<file path="src/rtl/pong_pkg.sv">
// Shared definitions for the pong engine: FSM and winner encodings,
// default playfield geometry and a decimal-to-BCD constant helper.
package pong_pkg;

  typedef enum logic [2:0] {
    ST_IDLE      = 3'd0,
    ST_SERVE     = 3'd1,
    ST_PLAY      = 3'd2,
    ST_GAME_OVER = 3'd3
  } state_t;

  typedef enum logic [1:0] {
    WIN_NONE = 2'd0,
    WIN_P1   = 2'd1,
    WIN_P2   = 2'd2
  } winner_t;

  localparam int DEF_X_MIN            = 10;
  localparam int DEF_X_MAX            = 640;
  localparam int DEF_Y_MIN            = 5;
  localparam int DEF_Y_MAX            = 470;
  localparam int DEF_BALL_SIZE        = 5;
  localparam int DEF_PAD_W            = 10;
  localparam int DEF_PAD_H            = 100;
  localparam int DEF_PAD1_X           = 15;
  localparam int DEF_PAD2_X           = 630;
  localparam int DEF_PAD_DY           = 3;
  localparam int DEF_MAX_SPEED        = 4;
  localparam int DEF_HITS_PER_SPEEDUP = 4;
  localparam int DEF_WIN_SCORE        = 11;
  localparam int DEF_SERVE_TICKS      = 100;
  localparam int DEF_SCORE_DIGITS     = 2;

  // Signed 11-bit positions so off-screen intermediate values never wrap.
  localparam int POS_W = 11;
  typedef logic signed [POS_W-1:0] pos_t;

  // Up to four BCD digits of a decimal constant, ones digit in the LSBs.
  function automatic logic [15:0] to_bcd(input int value);
    logic [15:0] r;
    int v;
    r = '0;
    v = value;
    for (int i = 0; i < 4; i++) begin
      r[i*4 +: 4] = 4'(v % 10);
      v = v / 10;
    end
    return r;
  endfunction

endpackage

</file>
<file path="src/rtl/bcd_counter.sv">
// Multi-digit BCD score counter with synchronous clear and increment,
// saturating at all nines; also exposes the would-be incremented value.
module bcd_counter #(
  parameter int DIGITS = 2
) (
  input  logic                clk,
  input  logic                rst_n,
  input  logic                clear,
  input  logic                inc,
  output logic [4*DIGITS-1:0] count,
  output logic [4*DIGITS-1:0] count_inc
);

  logic [4*DIGITS-1:0] count_q;
  logic                all_nines;
  logic                carry;

  always_comb begin
    all_nines = 1'b1;
    carry     = 1'b1;
    count_inc = count_q;
    for (int d = 0; d < DIGITS; d++) begin
      if (count_q[d*4 +: 4] != 4'd9) all_nines = 1'b0;
    end
    if (!all_nines) begin
      for (int d = 0; d < DIGITS; d++) begin
        if (carry) begin
          if (count_q[d*4 +: 4] == 4'd9) begin
            count_inc[d*4 +: 4] = 4'd0;
          end else begin
            count_inc[d*4 +: 4] = count_q[d*4 +: 4] + 4'd1;
            carry = 1'b0;
          end
        end
      end
    end
  end

  always_ff @(posedge clk or negedge rst_n) begin
    if (!rst_n)     count_q <= '0;
    else if (clear) count_q <= '0;
    else if (inc)   count_q <= count_inc;
  end

  assign count = count_q;

endmodule

</file>
<file path="src/rtl/pong_engine.sv">
// Pong game core: serve/play/game-over FSM, paddle and ball motion on the
// frame tick, wall and paddle reflection, BCD scoring and speed-up.
module pong_engine
  import pong_pkg::*;
#(
  parameter int X_MIN            = DEF_X_MIN,
  parameter int X_MAX            = DEF_X_MAX,
  parameter int Y_MIN            = DEF_Y_MIN,
  parameter int Y_MAX            = DEF_Y_MAX,
  parameter int BALL_SIZE        = DEF_BALL_SIZE,
  parameter int PAD_W            = DEF_PAD_W,
  parameter int PAD_H            = DEF_PAD_H,
  parameter int PAD1_X           = DEF_PAD1_X,
  parameter int PAD2_X           = DEF_PAD2_X,
  parameter int PAD_DY           = DEF_PAD_DY,
  parameter int MAX_SPEED        = DEF_MAX_SPEED,
  parameter int HITS_PER_SPEEDUP = DEF_HITS_PER_SPEEDUP,
  parameter int WIN_SCORE        = DEF_WIN_SCORE,
  parameter int SERVE_TICKS      = DEF_SERVE_TICKS,
  parameter int SCORE_DIGITS     = DEF_SCORE_DIGITS
) (
  input  logic                      CLOCK_50,
  input  logic                      reset_n,
  input  logic                      tick,
  input  logic                      pause,
  input  logic                      start,
  input  logic                      btn_1_up,
  input  logic                      btn_1_down,
  input  logic                      btn_2_up,
  input  logic                      btn_2_down,
  output logic [9:0]                ball_x,
  output logic [9:0]                ball_y,
  output logic [9:0]                paddle_1_y,
  output logic [9:0]                paddle_2_y,
  output logic [4*SCORE_DIGITS-1:0] score_1,
  output logic [4*SCORE_DIGITS-1:0] score_2,
  output logic [2:0]                speed,
  output logic [2:0]                state,
  output logic [1:0]                winner,
  output logic                      point_pulse
);

  localparam int SW    = 4*SCORE_DIGITS;
  localparam int CNT_W = (SERVE_TICKS < 2) ? 1 : $clog2(SERVE_TICKS + 1);
  localparam int HIT_W = (HITS_PER_SPEEDUP < 2) ? 1 : $clog2(HITS_PER_SPEEDUP + 1);

  localparam pos_t X_MIN_S   = pos_t'(X_MIN);
  localparam pos_t X_MAX_S   = pos_t'(X_MAX);
  localparam pos_t Y_MIN_S   = pos_t'(Y_MIN);
  localparam pos_t Y_MAX_S   = pos_t'(Y_MAX);
  localparam pos_t BALL_S    = pos_t'(BALL_SIZE);
  localparam pos_t PAD_H_S   = pos_t'(PAD_H);
  localparam pos_t PAD_DY_S  = pos_t'(PAD_DY);
  localparam pos_t PAD1_X_S  = pos_t'(PAD1_X);
  localparam pos_t PAD2_X_S  = pos_t'(PAD2_X);
  localparam pos_t P1_FACE   = pos_t'(PAD1_X + PAD_W);
  localparam pos_t P2_FACE   = pos_t'(PAD2_X - BALL_SIZE);
  localparam pos_t P2_BACK   = pos_t'(PAD2_X + PAD_W);
  localparam pos_t CX        = pos_t'((X_MIN + X_MAX) / 2);
  localparam pos_t CY        = pos_t'((Y_MIN + Y_MAX) / 2);
  localparam pos_t PAD_Y_MAX = pos_t'(Y_MAX - PAD_H);
  localparam pos_t PAD_Y0    = pos_t'((Y_MIN + Y_MAX - PAD_H) / 2);
  localparam logic [SW-1:0] WIN_BCD = SW'(to_bcd(WIN_SCORE));

  function automatic pos_t paddle_step(input pos_t y, input logic up, input logic dn);
    pos_t t;
    t = y;
    if (up && !dn)      t = y - PAD_DY_S;
    else if (dn && !up) t = y + PAD_DY_S;
    if (t < Y_MIN_S)        t = Y_MIN_S;
    else if (t > PAD_Y_MAX) t = PAD_Y_MAX;
    return t;
  endfunction

  function automatic logic [2:0] speed_up(input logic [2:0] s);
    return (s >= 3'(MAX_SPEED)) ? s : s + 3'd1;
  endfunction

  state_t           state_q, state_d;
  winner_t          winner_q;
  pos_t             bx_q, by_q, p1_q, p2_q;
  pos_t             p1_d, p2_d, spd;
  pos_t             nx_raw, ny_raw, nx, ny;
  logic             dx_right_q, dy_down_q, serve_dy_q, ndy;
  logic [2:0]       speed_q;
  logic [HIT_W-1:0] hits_q, hits_inc;
  logic [CNT_W-1:0] cnt_q;
  logic             pulse_q;
  logic             go, adv, play_adv, hit1, hit2, miss1, miss2, point, win;
  logic             inc1, inc2;
  logic [SW-1:0]    s1_next, s2_next;

  // start wins over tick; pause masks both
  assign go       = start && !pause;
  assign adv      = tick && !pause && !start;
  assign play_adv = adv && (state_q == ST_PLAY);

  assign p1_d     = paddle_step(p1_q, btn_1_up, btn_1_down);
  assign p2_d     = paddle_step(p2_q, btn_2_up, btn_2_down);
  assign spd      = $signed({{(POS_W-3){1'b0}}, speed_q});
  assign hits_inc = hits_q + HIT_W'(1);

  // Ball step: walls first, then paddle faces checked against the moved paddles
  always_comb begin
    nx_raw = dx_right_q ? bx_q + spd : bx_q - spd;
    ny_raw = dy_down_q ? by_q + spd : by_q - spd;
    ny     = ny_raw;
    ndy    = dy_down_q;
    if (!dy_down_q && (by_q - spd <= Y_MIN_S)) begin
      ny  = Y_MIN_S;
      ndy = 1'b1;
    end else if (dy_down_q && (by_q + BALL_S + spd >= Y_MAX_S)) begin
      ny  = Y_MAX_S - BALL_S;
      ndy = 1'b0;
    end
    hit1 = !dx_right_q && (nx_raw <= P1_FACE) && (bx_q >= PAD1_X_S) &&
           (ny + BALL_S > p1_d) && (ny < p1_d + PAD_H_S);
    hit2 = dx_right_q && (nx_raw + BALL_S >= PAD2_X_S) && (bx_q + BALL_S <= P2_BACK) &&
           (ny + BALL_S > p2_d) && (ny < p2_d + PAD_H_S);
    nx = nx_raw;
    if (hit1)      nx = P1_FACE;
    else if (hit2) nx = P2_FACE;
    miss2 = !hit1 && (nx_raw <= X_MIN_S);
    miss1 = !hit2 && (nx_raw + BALL_S >= X_MAX_S);
  end

  assign point = play_adv && (miss1 || miss2);
  assign inc1  = play_adv && miss1;
  assign inc2  = play_adv && miss2;
  assign win   = (miss1 && (s1_next == WIN_BCD)) || (miss2 && (s2_next == WIN_BCD));

  bcd_counter #(.DIGITS(SCORE_DIGITS)) u_score_1 (
    .clk       (CLOCK_50),
    .rst_n     (reset_n),
    .clear     (go),
    .inc       (inc1),
    .count     (score_1),
    .count_inc (s1_next)
  );

  bcd_counter #(.DIGITS(SCORE_DIGITS)) u_score_2 (
    .clk       (CLOCK_50),
    .rst_n     (reset_n),
    .clear     (go),
    .inc       (inc2),
    .count     (score_2),
    .count_inc (s2_next)
  );

  always_ff @(posedge CLOCK_50 or negedge reset_n) begin
    if (!reset_n) state_q <= ST_IDLE;
    else          state_q <= state_d;
  end

  always_comb begin
    state_d = state_q;
    if (go) begin
      state_d = ST_SERVE;
    end else if (adv) begin
      case (state_q)
        ST_SERVE: if (cnt_q <= CNT_W'(1)) state_d = ST_PLAY;
        ST_PLAY:  if (point) state_d = win ? ST_GAME_OVER : ST_SERVE;
        default:  ;
      endcase
    end
  end

  always_comb begin
    state  = state_q;
    winner = winner_q;
  end

  always_ff @(posedge CLOCK_50 or negedge reset_n) begin
    if (!reset_n) begin
      winner_q   <= WIN_NONE;
      bx_q       <= CX;
      by_q       <= CY;
      p1_q       <= PAD_Y0;
      p2_q       <= PAD_Y0;
      dx_right_q <= 1'b1;
      dy_down_q  <= 1'b1;
      serve_dy_q <= 1'b1;
      speed_q    <= 3'd1;
      hits_q     <= '0;
      cnt_q      <= '0;
      pulse_q    <= 1'b0;
    end else begin
      pulse_q <= point;
      if (go) begin
        winner_q   <= WIN_NONE;
        bx_q       <= CX;
        by_q       <= CY;
        dx_right_q <= 1'b1;
        dy_down_q  <= 1'b1;
        serve_dy_q <= 1'b1;
        speed_q    <= 3'd1;
        hits_q     <= '0;
        cnt_q      <= CNT_W'(SERVE_TICKS);
      end else if (adv) begin
        case (state_q)
          ST_SERVE: begin
            p1_q  <= p1_d;
            p2_q  <= p2_d;
            cnt_q <= (cnt_q > CNT_W'(1)) ? cnt_q - CNT_W'(1) : '0;
          end
          ST_PLAY: begin
            p1_q <= p1_d;
            p2_q <= p2_d;
            if (point && win) begin
              winner_q <= miss1 ? WIN_P1 : WIN_P2;
            end else if (point) begin
              // Serve toward the loser; vertical direction alternates per serve
              bx_q       <= CX;
              by_q       <= CY;
              dx_right_q <= miss1;
              dy_down_q  <= !serve_dy_q;
              serve_dy_q <= !serve_dy_q;
              speed_q    <= 3'd1;
              hits_q     <= '0;
              cnt_q      <= CNT_W'(SERVE_TICKS);
            end else begin
              bx_q       <= nx;
              by_q       <= ny;
              dy_down_q  <= ndy;
              dx_right_q <= hit1 ? 1'b1 : (hit2 ? 1'b0 : dx_right_q);
              if (hit1 || hit2) begin
                if (hits_inc == HIT_W'(HITS_PER_SPEEDUP)) begin
                  hits_q  <= '0;
                  speed_q <= speed_up(speed_q);
                end else begin
                  hits_q <= hits_inc;
                end
              end
            end
          end
          default: ;
        endcase
      end
    end
  end

  assign ball_x      = bx_q[9:0];
  assign ball_y      = by_q[9:0];
  assign paddle_1_y  = p1_q[9:0];
  assign paddle_2_y  = p2_q[9:0];
  assign speed       = speed_q;
  assign point_pulse = pulse_q;

endmodule

</file>
<file path="config.mk">
export PLATFORM = sky130hd
export DESIGN_NAME = pong_engine
export DESIGN_NICKNAME = d
export VERILOG_FILES = /design/src/rtl/pong_pkg.sv /design/src/rtl/bcd_counter.sv /design/src/rtl/pong_engine.sv
export SDC_FILE = /design/constraint.sdc
export NUM_CORES = 1
export LEC_CHECK = 0
export ABC_AREA = 1
export CAP_MARGIN = 15
export CORE_ASPECT_RATIO = 0.5
export CORE_MARGIN = 2
export CORE_UTILIZATION = 50
export DETAILED_ROUTE_END_ITERATION = 10
export PLACE_DENSITY = 0.66
export SLEW_MARGIN = 40
export SYNTH_ARGS = -nofsm -noshare
export SYNTH_HDL_FRONTEND = slang
export SYNTH_HIERARCHICAL = 1
export SYNTH_SLANG_ARGS = --single-unit
</file>
<file path="constraint.sdc">
create_clock -name CLOCK_50 -period 7.67 [get_ports CLOCK_50]
set_clock_uncertainty 0.2 [all_clocks]
set_input_delay 2.301 -clock CLOCK_50 [delete_from_list [all_inputs] [get_ports CLOCK_50]]
set_output_delay 2.301 -clock CLOCK_50 [all_outputs]
set_load 0.005 [all_outputs]
</file>
[After elaboration in Yosys (flattened, before gate mapping)]
Cells that the tools add are included.
Storage, ports and cells
  input bits: 9
  logic and storage cells: 232
  bits in registers: 82
  output and inout bits: 65
Operators by class
  $lt $le $gt $ge: 19
  bitwise operators: 1
  muxes and demuxes: 95
  add/sub/neg operators: 22
  reductions and logical operators: 62
  equality and inequality tests: 18
Operator list (count)
  11-bit two-way mux: 24
  3-bit two-way mux: 19
  8-bit two-way mux: 6
  11-bit by 4-bit adder with 11-bit output, second input constant: 4
  7-bit two-way mux: 5
  11-bit by 4-bit adder with 11-bit output: 3
  1-bit two-way mux: 27
  1-bit logical AND: 26
  4-bit two-way mux: 6
  4-bit AND reduction: 6
  11-bit by 3-bit adder with 11-bit output, second input constant: 2
  11-bit by 8-bit adder with 11-bit output, second input constant: 2
  11-bit greater-or-equal comparator, second input constant: 2
  11-bit by 10-bit > comparator with 1-bit output, second input constant: 2
  11-bit > comparator: 2
  11-bit less-than comparator: 2
  11-bit by 4-bit less-than comparator with 1-bit output, second input constant: 2
  11-bit by 3-bit subtractor with 11-bit output, second input constant: 2
  11-bit by 4-bit subtractor with 11-bit output: 2
  4-bit by 1-bit adder with 4-bit output, second input constant: 4
  4-bit == test, second input constant: 4
  8-bit by 5-bit == test with 1-bit output, second input constant: 2
  4-bit != test, second input constant: 4
  7-bit case mux with 2 select lines: 1
  other kinds (27): 58

[Depth between registers and ports, before layout]
Gate-level depths: netlist of the first run.
  word-level depth: 19
  mapped depth: 45

[Modules after synthesis]
The synthesis of the first run kept the hierarchy.
By module, submodules not included
  pong_engine: cells an instance 1270, instances 1, area each 8204.1 um^2
  bcd_counter: cells an instance 82, instances 2, area each 533.0 um^2

[Worst setup path after synthesis of the first run]
No wires, ideal clock.
  path type: in2reg
  from: input port btn_2_down
  to: register u_score_1.count_q[1] (netlist: u_score_1/count[1])
  arrival time: 6.210 ns
  required time: 7.344 ns
  stages: 35
  buffers on the path: 0
  setup slack: 1.134 ns
  cells stage by stage: inv_1 -> nand2_2 -> inv_1 -> nand2_1 -> o21ai_0 -> nand2_1 -> inv_1 -> nand2_1 -> xor2_1 -> nor2_1 -> nor2_1 -> nand2_1 -> nand2_1 -> nand2_1 -> ha_1 -> nand3_1 -> nand2_1 -> nand2_1 -> inv_1 -> ha_1 -> a21o_1 -> o21bai_1 -> nand3_1 -> nand2_1 -> nand2_1 -> inv_1 -> nand3_1 -> nor2_4 -> nand3_4 -> nand3_4 -> inv_1 -> nor2_1 -> nor2_1 -> nand2_1 -> o21ai_0
On the way
  cells in the longest elaborated chain, start to end: 13
  elaborated cells on any way between the ends: 18
RTL lines
  start: declaration: RTL line pong_engine.sv:30  | input logic btn_2_down,
  1-bit logical AND / 1-bit zero test (equally long branches): RTL line pong_engine.sv:69, pong_engine.sv:68
  11-bit two-way mux / 1-bit logical AND (equally long branches): RTL line pong_engine.sv:69, pong_engine.sv:68
  11-bit two-way mux *: RTL line pong_engine.sv:68  | if (up && !dn) t = y - PAD_DY_S;
  11-bit by 10-bit > comparator with 1-bit output: RTL line pong_engine.sv:71  | else if (t > PAD_Y_MAX) t = PAD_Y_MAX;
  11-bit two-way mux: RTL line pong_engine.sv:71
  11-bit two-way mux *: RTL line pong_engine.sv:70  | if (t < Y_MIN_S) t = Y_MIN_S;
  named net p2_d[2]: RTL line pong_engine.sv:82  | pos_t p1_d, p2_d, spd;
  11-bit by 8-bit adder with 11-bit output / 11-bit > comparator (equally long branches): RTL line pong_engine.sv:119  | (ny + BALL_S > p2_d) && (ny < p2_d + PAD_H_S);
  11-bit less-than comparator / 1-bit logical AND (equally long branches): RTL line pong_engine.sv:119, pong_engine.sv:118
  1-bit logical AND *: RTL line pong_engine.sv:119
  1-bit zero test *: RTL line pong_engine.sv:124  | miss1 = !hit2 && (nx_raw + BALL_S >= X_MAX_S);
  1-bit logical AND *: RTL line pong_engine.sv:124
  1-bit logical AND *: RTL line pong_engine.sv:128  | assign inc1 = play_adv && miss1;
  named net inc1: RTL line pong_engine.sv:90  | logic inc1, inc2;
  2-bit nonzero test (no source line) *
  end signal: assignment: RTL line bcd_counter.sv:42  | else if (inc) count_q <= count_inc;
  end: declaration: RTL line bcd_counter.sv:14  | logic [4*DIGITS-1:0] count_q;
The timed path passes the listed nets; every way through them passes the cells marked *.
A chain may end at the register's enable or synchronous reset.

[Worst setup path after layout of the first run]
  from: input port btn_1_up
  to: register hits_q[1]
On the way
  cells in the longest elaborated chain, start to end: 19
  elaborated cells on any way between the ends: 30
RTL lines
  start: declaration: RTL line pong_engine.sv:27  | input logic btn_1_up,
  1-bit zero test: RTL line pong_engine.sv:69  | else if (dn && !up) t = y + PAD_DY_S;
  1-bit logical AND: RTL line pong_engine.sv:69
  11-bit two-way mux: RTL line pong_engine.sv:69
  11-bit two-way mux *: RTL line pong_engine.sv:68
  11-bit by 10-bit > comparator with 1-bit output: RTL line pong_engine.sv:71
  11-bit two-way mux: RTL line pong_engine.sv:71
  11-bit two-way mux *: RTL line pong_engine.sv:70
  named net p1_d[2]: RTL line pong_engine.sv:82
  (+5 left out)
  1-bit logical OR *: RTL line pong_engine.sv:127  | assign point = play_adv && (miss1 || miss2);
  1-bit logical AND *: RTL line pong_engine.sv:127
  named net point: RTL line pong_engine.sv:89  | logic go, adv, play_adv, hit1, hit2, miss1, miss2, point, win;
  3-bit two-way mux: RTL line pong_engine.sv:211  | end else if (point) begin
  3-bit two-way mux: RTL line pong_engine.sv:209  | if (point && win) begin
  3-bit two-way mux: RTL line pong_engine.sv:200  | case (state_q)
  3-bit two-way mux: RTL line pong_engine.sv:199  | end else if (adv) begin
  3-bit two-way mux: RTL line pong_engine.sv:189  | if (go) begin
  end signal: assignment: RTL line pong_engine.sv:231  | hits_q <= hits_inc;
  end: declaration: RTL line pong_engine.sv:86  | logic [HIT_W-1:0] hits_q, hits_inc;
The timed path passes the listed nets; every way through them passes the cells marked *. The select of a mux whose other input is x is not followed.

==> results of run 1 <==
[cell type report]
class / count / area share, %
inverter: 213 / 7.82
tap: 240 / 2.91
sequential: 81 / 20.0
clock buffer: 13 / 2.43
timing repair buffer: 83 / 7.76
clock inverter: 3 / 0.631
multi-input combinational: 1087 / 58.5
[final timing paths]
check                                             from                              to  slack [ns]  cells after the start
min in group asynchronous                      reset_n  u_score_1/count[6]$_DFFE_PN0P_        1.70                      1
max in group asynchronous                      reset_n             p1_q[2]$_DFFE_PN0P_        4.58                      2
worst max register to register    speed[1]$_DFFE_PN0P_           hits_q[1]$_DFFE_PN0P_        0.96                     38
worst min register to register  serve_dy_q$_DFFE_PN1P_          serve_dy_q$_DFFE_PN1P_        0.28                      2
worst min-delay path            serve_dy_q$_DFFE_PN1P_          serve_dy_q$_DFFE_PN1P_        0.28                      2
worst max-delay path                          btn_1_up           hits_q[1]$_DFFE_PN0P_        0.48                     33
[per-stage QoR]
step	setup TNS, ns	util, %	worst slack, ns
after global routing	0	56.5	0.0365
final	0	56.5	0.476
after CTS	0	56.4	0.334
after global placement	0	54.7	0.236
after floorplan	0	-	1.13
after detailed placement	-0.0149	54.7	-0.0149
[layout by cell type, fill, tap and decap left out, types with 12 or more instances in the layout]
master           synthesis  layout
nor2_4                  12      12
nand4_1                 37      37
inv_2                   13      13
nand2_1                414     413
nand3_1                107     107
buf_4                   42      12
nand2_2                 18      19
inv_1                  198     198
dfrtp_1                 55      55
nor2_1                 115     114
xor2_1                  41      41
o21ai_0                102     101
a21oi_1                 42      41
ha_1                    88      88
dfstp_2                 26      26
nor3_1                  16      16
clkdlybuf4s50_1          0      71
[repair_timing]
item                                    4_1_cts  5_1_grt
endpoints found under the setup margin        0       51
resized for setup                             0        6
buffers inserted                              0        0
[worst max-delay path, delay by kind of cell]
kind / cells / cell delay (ns)
AOI/OAI and AO/OA: 6 / 0.79
xor gates and xnor gates: 1 / 0.22
adders and majority gates: 2 / 0.57
buffers and inverters: 6 / 0.84
and+or+nand+nor: 18 / 2.50
[cells by family (layout without fill, tap and decap cells)]
group	count (synthesis)	count (layout)	synth area share (%)
adders and majority gates	92	92	12.7
muxes	1	1	0.121
AOI/OAI and AO/OA	185	185	10.9
xor gates and xnor gates	45	45	4.25
DFF	81	81	22.2
other	2	9	0.0810
and+or+nand+nor	755	755	36.6
buffers and inverters	273	312	13.1
[metal layers]
metal | global-route usage, % | routed length [um]
met5 | 0 | 0
met4 | 4.43 | 220
met3 | 3.49 | 1240
met2 | 40.0 | 10500
met1 | 35.3 | 11900
[registers in the layout (all words and copies together) (netlist names)]
| register | cells |
|---|---|
| bx_q | 11 |
| by_q | 11 |
| cnt_q | 7 |
| dx_right_q | 1 |
| dy_down_q | 1 |
| hits_q | 3 |
| p1_q | 11 |
| p2_q | 11 |
| point_pulse | 1 |
| serve_dy_q | 1 |
| speed | 3 |
| state | 2 |
| u_score_1/count | 8 |
| u_score_2/count | 8 |
| winner | 2 |
==> out/results.txt, run 1 <==
Crit path max fanout - 17
Synth cell count leaders - 414 x nand2_1, 198 x inv_1, 115 x nor2_1
DIE WIDTH - 197 um
ANT nets after route - 0
Post-route cell area - 10300 um2
Crit. End Element - register
Status - completed
Critical path data required time - 7.71 ns
Via density - 5.22
Clock buffer depth - 2
Cell accounting for the most synthesized area - nand2_1
Worst endpoint data arrival time - 7.23 ns
DRC Markers - 0
Crit-path slowest cell - clkdlybuf4s50_1
Slew headroom - 46.0%
CP Launch Type - primary input
Pins Over Slew Limit - 0
Core Region - 18300 um2
Worst min-delay path category - reg -> reg
CTS tree - done
Main area contributors after synthesis - nand2_1 17%, dfrtp_1 15%, ha_1 12%
H-tree depth - 3
WL final - 23.9 mm
Detailed Routing Iterations Pass 1 - 5
Placed cell count - 1704
FF/Latch Area - 2060 um2
Root Buffer - clkbuf_16
Top_reg_cell synth - dfrtp_1
Post-synth cell types - 50
Final Hold Vio Count - 0
FILL cells - 1816
Worst skew pair latency - 0.35 ns
Vias in the first global route - 7863
DP Area - 9990 um2
Die area - 19700 um2
Initial antenna violation count - 0
Vias post-DR - 8974
Total track usage - 24.6%
#FFs+latches synth - 81
Clk slew on worst S/H paths - 0.06 ns
# hold bufs at CTS - 0
Die Y-Extent - 100 um
RD Place Congestion - 0.933
Drt wl/cell - 13.9 um
First-pass GRT wire length - 39.0 mm
Maximum clock rate - 0.139 GHz
Post-Syn Area - 9270 um2
Post-Layout Cell Count - 1720
Mapped Cells - 1434
Post-layout nets - 1576
IO Port Bufs - 72
Async S/R FF share, synth - 100%
Std-Cell Rows - 35
Most Frequent Cell on Critical Path - nand2_1
Share of cells above drive strength 1 - 8.58%
Fin Hold WS - 0.280 ns
RSZ-0062 raised after global routing - no
Register area share after synthesis - 22.2%
Avg Cell Area, Syn - 6.46 um2
Most frequent cell after synthesis - nand2_1
DP Wirelength - 19.1 mm
Number of synthesized flops with an enable pin - 0
Antenna diode instance count - 0
TritonCTS Sinks - 81
Num CTS Buffers - 9
P&R area growth vs syn - 11.3%
Post-synth top area share - 16.8%
# setup viols final - 0
Largest net degree at the start of global routing - 48
Initial Util - 50.8%
Synth warnings - 6
Multi-input gate area - 6030 um2
Final Cycle Share - 93.8%
Gr ovfl total - 0
Fin crit period - 7.19 ns
# Max-Cap Violations - 0
# IOs - 74
Crit-path max cell delay - 0.44 ns
Worst-margin pin slew - 0.807 ns
Setup CP Type - in -> reg
DRT iter0 DRCs - 503
Power of run 1 is left out: the tool's default activity adds up to more than one toggle a clock period on the data nets, which glitch-free logic cannot reach.
==> inputs of run 2 (changes only) <==
--- a/config.mk
+++ b/config.mk
@@ -5,15 +5,14 @@
 export SDC_FILE = /design/constraint.sdc
 export NUM_CORES = 1
 export LEC_CHECK = 0
-export ABC_AREA = 1
 export CAP_MARGIN = 15
 export CORE_ASPECT_RATIO = 0.5
 export CORE_MARGIN = 2
 export CORE_UTILIZATION = 50
 export DETAILED_ROUTE_END_ITERATION = 10
+export MAX_ROUTING_LAYER = met4
 export PLACE_DENSITY = 0.66
 export SLEW_MARGIN = 40
 export SYNTH_ARGS = -nofsm -noshare
 export SYNTH_HDL_FRONTEND = slang
-export SYNTH_HIERARCHICAL = 1
 export SYNTH_SLANG_ARGS = --single-unit
==> out/results.txt, run 2 <==
Core Region - 17200 um2 (was 18300 um2)
# Max-Cap Violations - 0 (unchanged)
Std-Cell Rows - 34 (was 35)
Pins Over Slew Limit - 0 (unchanged)
CP Launch Type - primary input (unchanged)
Num CTS Buffers - 9 (unchanged)
# setup viols final - 0 (unchanged)
Mapped Cells - 1078 (was 1434)
Crit path max fanout - 7 (was 17)
H-tree depth - 3 (unchanged)
Post-layout nets - 1295 (was 1576)
Fin Hold WS - 0.304 ns (was 0.280 ns)
Post-Syn Area - 8700 um2 (was 9270 um2)
IO Port Bufs - 72 (unchanged)
Die Y-Extent - 97.3 um (was 100 um)
Post-synth top area share - 15.8% (was 16.8%)
ANT nets after route - 0 (unchanged)
Setup CP Type - in -> reg (unchanged)
Top_reg_cell synth - dfrtp_1 (unchanged)
Final Hold Vio Count - 0 (unchanged)
Clk slew on worst S/H paths - 0.07 ns (was 0.06 ns)
Crit. End Element - register (unchanged)
# IOs - 74 (unchanged)
Critical path data required time - 7.70 ns (was 7.71 ns)
Most frequent cells in the layout - 104 x buf_4, 89 x nand2_1, 86 x ha_1 (was 413 x nand2_1, 198 x inv_1, 114 x nor2_1)
Async S/R FF share, synth - 100% (unchanged)
Worst endpoint data arrival time - 7.48 ns (was 7.23 ns)
Worst-margin pin slew - 0.726 ns (was 0.807 ns)
Vias post-DR - 8247 (was 8974)
Commonest non-fill, non-tap cell in the layout - buf_4 (was nand2_1)
Crit-path slowest cell - or4_4 (was clkdlybuf4s50_1)
Detailed Routing Iterations Pass 1 - 5 (unchanged)
Die area - 18500 um2 (was 19700 um2)
Largest net degree at the start of global routing - 68 (was 48)
Via density - 5.76 (was 5.22)
Worst min-delay path category - reg -> reg (unchanged)
P&R area growth vs syn - 22.1% (was 11.3%)
DP Wirelength - 17.9 mm (was 19.1 mm)
Register area share after synthesis - 23.7% (was 22.2%)
Main area contributors after synthesis - dfrtp_1 16%, ha_1 13%, dfstp_2 7.8% (was nand2_1 17%, dfrtp_1 15%, ha_1 12%)
TritonCTS Sinks - 81 (unchanged)
DRT iter0 DRCs - 458 (was 503)
Buf/Inv on CP - 3 (was 6)
Crit-path max cell delay - 0.44 ns (about the same)
Number of synthesized flops with an enable pin - 0 (unchanged)
Vias in the first global route - 7977 (was 7863)
#FFs+latches synth - 81 (unchanged)
Slew headroom - 51.1% (was 46.0%)
Clock buffer depth - 2 (unchanged)
Gr ovfl total - 0 (unchanged)
First-pass GRT wire length - 39.1 mm (was 39.0 mm)
Avg Cell Area, Syn - 8.07 um2 (was 6.46 um2)
Most frequent cell after synthesis - nand2_1 (unchanged)
DRC Markers - 0 (unchanged)
Share of cells above drive strength 1 - 19.4% (was 8.58%)
Maximum clock rate - 0.134 GHz (was 0.139 GHz)
Total track usage - 26.5% (was 24.6%)
Antenna diode instance count - 0 (unchanged)
CTS tree - done (unchanged)
Synth cell count leaders - 93 x nand2_1, 88 x ha_1, 86 x o21ai_0 (was 414 x nand2_1, 198 x inv_1, 115 x nor2_1)
Final Cycle Share - 97.1% (was 93.8%)
Post-synth cell types - 89 (was 50)
Worst skew pair latency - 0.35 ns (about the same)
Root Buffer - clkbuf_16 (unchanged)
DIE WIDTH - 191 um (was 197 um)
Synth warnings - 0 (was 6)
RD Place Congestion - 0.906 (was 0.933)
Fin crit period - 7.45 ns (was 7.19 ns)
Drt wl/cell - 16.4 um (was 13.9 um)
Initial antenna violation count - 0 (unchanged)
WL final - 23.5 mm (was 23.9 mm)
Initial Util - 50.6% (was 50.8%)
CP delay by family, top - compound AO/OA/AOI/OAI gates (was simple AND/OR/NAND/NOR gates)
Cell accounting for the most synthesized area - dfrtp_1 (was nand2_1)
Status - completed (unchanged)
==> run 2: cell types whose count changed after synthesis, moves of 22 or more <==
cell	delta
xnor2_1	+35
nand3_1	-68
nand4_1	-22
inv_1	-124
nor2_1	-36
nand2_1	-321
==> run 2: cells by family (layout without fill, tap and decap cells) <==
kind of cell / count (synthesis) / count (layout) / synth area share (%)
other cells: 2 / 9 / 0.0863
xor+xnor: 66 / 66 / 7.20
flops: 81 / 81 / 23.7
compound gates: 294 / 294 / 22.6
fa+ha+maj: 92 / 92 / 13.6
buf+inv: 154 / 268 / 8.57
simple gates: 364 / 364 / 21.2
mux: 25 / 25 / 3.13
==> run 2: layer usage <==
metal	track usage, %	wire length, um
met1	35.7	11300
met2	42.4	10900
met3	4.41	995
met4	5.25	222
met5	-	0
==> run 2: layout make-up <==
| class | count | area, um2 |
|---|---|---|
| timing repair buffer | 178 | 1540 |
| tap | 234 | 293 |
| inverter | 74 | 278 |
| fill | 1500 | 6560 |
| clock inverter | 6 | 66.3 |
| sequential | 81 | 2060 |
| multi-input combinational | 850 | 6150 |
| clock buffer | 10 | 239 |
==> run 2: worst paths after layout <==
| path | startpoint | end | slack, ns | cells after the start |
|---|---|---|---|---|
| worst max-delay path | btn_2_down | cnt_q[0]$_DFFE_PN0P_ | 0.22 | 28 |
| worst min-delay path | serve_dy_q$_DFFE_PN1P_ | serve_dy_q$_DFFE_PN1P_ | 0.30 | 2 |
| worst max register to register | speed[1]$_DFFE_PN0P_ | cnt_q[0]$_DFFE_PN0P_ | 0.49 | 29 |
| worst min register to register | serve_dy_q$_DFFE_PN1P_ | serve_dy_q$_DFFE_PN1P_ | 0.30 | 2 |
| max in group asynchronous | reset_n | p2_q[9]$_DFFE_PN0P_ | 4.79 | 2 |
| min in group asynchronous | reset_n | u_score_1.count[4]$_DFFE_PN0P_ | 1.59 | 1 |
==> run 2: metrics by stage <==
stage	setup TNS [ns]	worst slack, ns	utilization (%)	cells	cell area [um2]
after floorplan	0	0.00852	-	1085	8750
after global placement	-7.50	-0.381	58.7	1414	10100
after detailed placement	-14.78	-0.526	58.7	1414	10100
after CTS	0	0.0193	60.8	1431	10400
after global routing	-0.128	-0.0560	61.8	1433	10600
final	0	0.222	61.8	1433	10600
==> run 2: tightest hold or removal path, cell delays in order, from the launching register on <==
cell and delay, ns:
dfstp_2 0.38, o31ai_1 0.06, o31ai_1 0.07
==> run 2: repair_timing <==
| action | in CTS | in global routing |
|---|---|---|
| hold endpoints to repair | 0 | 0 |
| pin swaps | 6 | 20 |
| setup buffers | 1 | 2 |
| gates resized for setup | 8 | 40 |
| endpoints found under the setup margin | 24 | 52 |
| hold buffers | 0 | 0 |
Power of run 2 is left out for the same reason.
==> inputs of run 3 (changes only) <==
--- a/config.mk
+++ b/config.mk
@@ -5,13 +5,14 @@
 export SDC_FILE = /design/constraint.sdc
 export NUM_CORES = 1
 export LEC_CHECK = 0
+export ABC_AREA = 1
 export CAP_MARGIN = 15
 export CORE_ASPECT_RATIO = 0.5
 export CORE_MARGIN = 2
-export CORE_UTILIZATION = 50
+export CORE_UTILIZATION = 40
 export DETAILED_ROUTE_END_ITERATION = 10
 export MAX_ROUTING_LAYER = met4
-export PLACE_DENSITY = 0.66
+export PLACE_DENSITY = 0.55
 export SLEW_MARGIN = 40
 export SYNTH_ARGS = -nofsm -noshare
 export SYNTH_HDL_FRONTEND = slang
==> constraint.sdc (replaced) <==
create_clock -name CLOCK_50 -period 7.67 [get_ports CLOCK_50]
set_clock_uncertainty 0.2 [all_clocks]
set_input_delay 2.301 -clock CLOCK_50 [delete_from_list [all_inputs] [get_ports CLOCK_50]]
set_output_delay 2.301 -clock CLOCK_50 [all_outputs]
set_load 0.01 [all_outputs]
==> out/results.txt, run 3 <==
Post-layout nets - 1478 (was 1295)
WL final - 24.6 mm (was 23.5 mm)
Maximum clock rate - 0.140 GHz (was 0.134 GHz)
Die Y-Extent - 110 um (was 97.3 um)
Vias in the first global route - 8092 (was 7977)
DP Wirelength - 19.7 mm (was 17.9 mm)
Number of synthesized flops with an enable pin - 0 (unchanged)
Clk slew on worst S/H paths - 0.07 ns (about the same)
Std-Cell Rows - 38 (was 34)
TritonCTS Sinks - 81 (unchanged)
ANT nets after route - 0 (unchanged)
Worst skew pair latency - 0.35 ns (about the same)
Crit-path slowest cell - clkdlybuf4s50_1 (was or4_4)
Num CTS Buffers - 9 (unchanged)
Top_reg_cell synth - dfrtp_1 (unchanged)
Pins Over Slew Limit - 0 (unchanged)
Root Buffer - clkbuf_16 (unchanged)
Final Hold Vio Count - 0 (unchanged)
Post-synth cell types - 52 (was 89)
FF/Latch Area - 2060 um2 (unchanged)
IO Port Bufs - 72 (unchanged)
Post-synth top area share - 15.3% (was 15.8%)
DRT iter0 DRCs - 600 (was 458)
Status - completed (unchanged)
H-tree depth - 3 (unchanged)
FILL cells - 2263 (was 1500)
CP startpoint - btn_1_up (was btn_2_down)
Most frequent cells in the layout - 316 x nand2_1, 199 x inv_1, 105 x nor2_1 (was 104 x buf_4, 89 x nand2_1, 86 x ha_1)
Initial Util - 41.1% (was 50.6%)
Worst-margin pin slew - 0.698 ns (was 0.726 ns)
Commonest non-fill, non-tap cell in the layout - nand2_1 (was buf_4)
Detailed Routing Iterations Pass 1 - 6 (was 5)
Avg Cell Area, Syn - 6.73 um2 (was 8.07 um2)
Final setup margin - 0.519 ns (was 0.222 ns)
Post-Syn Area - 8980 um2 (was 8700 um2)
CP Launch Type - primary input (unchanged)
Reg-to-Reg Start - speed[2]$_DFFE_PN0P_ (was speed[1]$_DFFE_PN0P_)
Worst min-delay path category - reg -> reg (unchanged)
Hold path start - serve_dy_q$_DFFE_PN1P_ (unchanged)
Synth warnings - 0 (unchanged)
Core Region - 21800 um2 (was 17200 um2)
Vias post-DR - 8609 (was 8247)
# Max-Cap Violations - 0 (unchanged)
Dpl ws - 0.0412 ns (was -0.526 ns)
Register area share after synthesis - 22.9% (was 23.7%)
P&R area growth vs syn - 12.1% (was 22.1%)
# IOs - 74 (unchanged)
Placed cell count - 1666 (was 1414)
Main area contributors after synthesis - dfrtp_1 15%, nand2_1 13%, ha_1 12% (was dfrtp_1 16%, ha_1 13%, dfstp_2 7.8%)
#FFs+latches synth - 81 (unchanged)
Multi-input gate area - 5760 um2 (was 6150 um2)
# hold bufs at CTS - 0 (unchanged)
CTS tree - done (unchanged)
Fin crit period - 7.15 ns (was 7.45 ns)
Worst endpoint data arrival time - 7.23 ns (was 7.48 ns)
DRC Markers - 0 (unchanged)
Async S/R FF share, synth - 100% (unchanged)
Share of cells above drive strength 1 - 9.04% (was 19.4%)
Via density - 5.12 (was 5.76)
# setup viols final - 0 (unchanged)
DIE WIDTH - 216 um (was 191 um)
Crit. End Element - register (unchanged)
Setup TNS - 0 ns (unchanged)
Cell accounting for the most synthesized area - dfrtp_1 (unchanged)
Gr ovfl total - 0 (unchanged)
Final Cycle Share - 93.2% (was 97.1%)
RD Place Congestion - 0.899 (was 0.906)
Most frequent cell after synthesis - nand2_1 (unchanged)
Most Frequent Cell on Critical Path - nand2_1
Drt wl/cell - 14.6 um (was 16.4 um)
Die area - 23700 um2 (was 18500 um2)
Mapped Cells - 1335 (was 1078)
Total track usage - 22.1% (was 26.5%)
First-pass GRT wire length - 40.8 mm (was 39.1 mm)
Crit-path max cell delay - 0.50 ns (was 0.44 ns)
Post-route cell area - 10100 um2 (was 10600 um2)
Critical path data required time - 7.75 ns (was 7.70 ns)
Clock buffer depth - 2 (unchanged)
Setup CP Type - in -> reg (unchanged)
DP Area - 9780 um2 (was 10100 um2)
Post-Layout Cell Count - 1682 (was 1433)
Largest net degree at the start of global routing - 65 (was 68)
Synth cell count leaders - 316 x nand2_1, 199 x inv_1, 106 x nor2_1 (was 93 x nand2_1, 88 x ha_1, 86 x o21ai_0)
Antenna diode instance count - 0 (unchanged)
Crit path max fanout - 10 (was 7)
Initial antenna violation count - 0 (unchanged)
Slew headroom - 53.4% (was 51.1%)
## run 3: cell count changes in the layout (fill, tap and decap cells not counted), sizes merged, moves of 13 or more
cell / change
a21o: -13
buf: -96
inv: +135
nand2: +247
nand2b: -14
nand3: +71
nand4: +20
nor2: +32
nor2b: -14
o211ai: -13
o21ai: +19
or3: -14
xnor2: -36
xor2: +24
## run 3: metal layers
layer  GRT usage, %  up-vias  wire (um)
met5              -        -          0
met4           3.67        0        193
met3           3.98       16       1130
met2           35.3      213      10900
met1           29.8     3979      12400
li1               -     4401          -
## run 3: worst max-delay path: cells and delay by family
kind | cells | cell delay (ns)
xor gates and xnor gates | 2 | 0.42
and+or+nand+nor | 14 | 1.81
adders and majority gates | 2 | 0.51
AOI/OAI and AO/OA | 8 | 1.23
buffers and inverters | 4 | 0.99
## run 3: area by class of cell
type | count | share of cell area [%]
well taps | 300 | 3.73
flip-flops and latches | 81 | 20.5
inverters | 208 | 7.76
multi-input cells | 995 | 57.2
repair buffers | 82 | 8.04
clock inverters | 7 | 0.522
clock buffers | 9 | 2.24
## run 3: logic make-up after synthesis
family                     after synthesis  share of synthesized area (%)
DFF                                     81                           22.9
buffers and inverters                  266                           13.3
muxes                                    1                          0.111
and+or+nand+nor                        627                           31.7
xor gates and xnor gates                54                           5.27
AOI/OAI and AO/OA                      212                           13.4
other                                    2                         0.0836
adders and majority gates               92                           13.2
## run 3: stage by stage
| step | hold slack, ns | util (%) |
|---|---|---|
| global route | 0.326 | 46.1 |
| floorplan | 0.251 | - |
| detailed placement | 0.275 | 44.8 |
| global placement | 0.269 | 44.8 |
| CTS | 0.285 | 46.1 |
| finish | 0.286 | 46.1 |
## run 3: final timing paths
path | end | slack [ns] | cells after the start
hold / removal | serve_dy_q$_DFFE_PN1P_ | 0.29 | 2
min in group asynchronous | p2_q[9]$_DFFE_PN0P_ | 1.62 | 1
hold reg to reg | serve_dy_q$_DFFE_PN1P_ | 0.29 | 2
setup / recovery | bx_q[8]$_DFFE_PN1P_ | 0.52 | 30
setup reg to reg | bx_q[8]$_DFFE_PN1P_ | 0.99 | 37
max in group asynchronous | cnt_q[6]$_DFFE_PN0P_ | 4.77 | 2
## run 3: what timing repair did
action,CTS,global route
endpoints found under the setup margin,0,30
resized for setup,0,2
setup buffers,0,0
Power of run 3 is left out for the same reason.
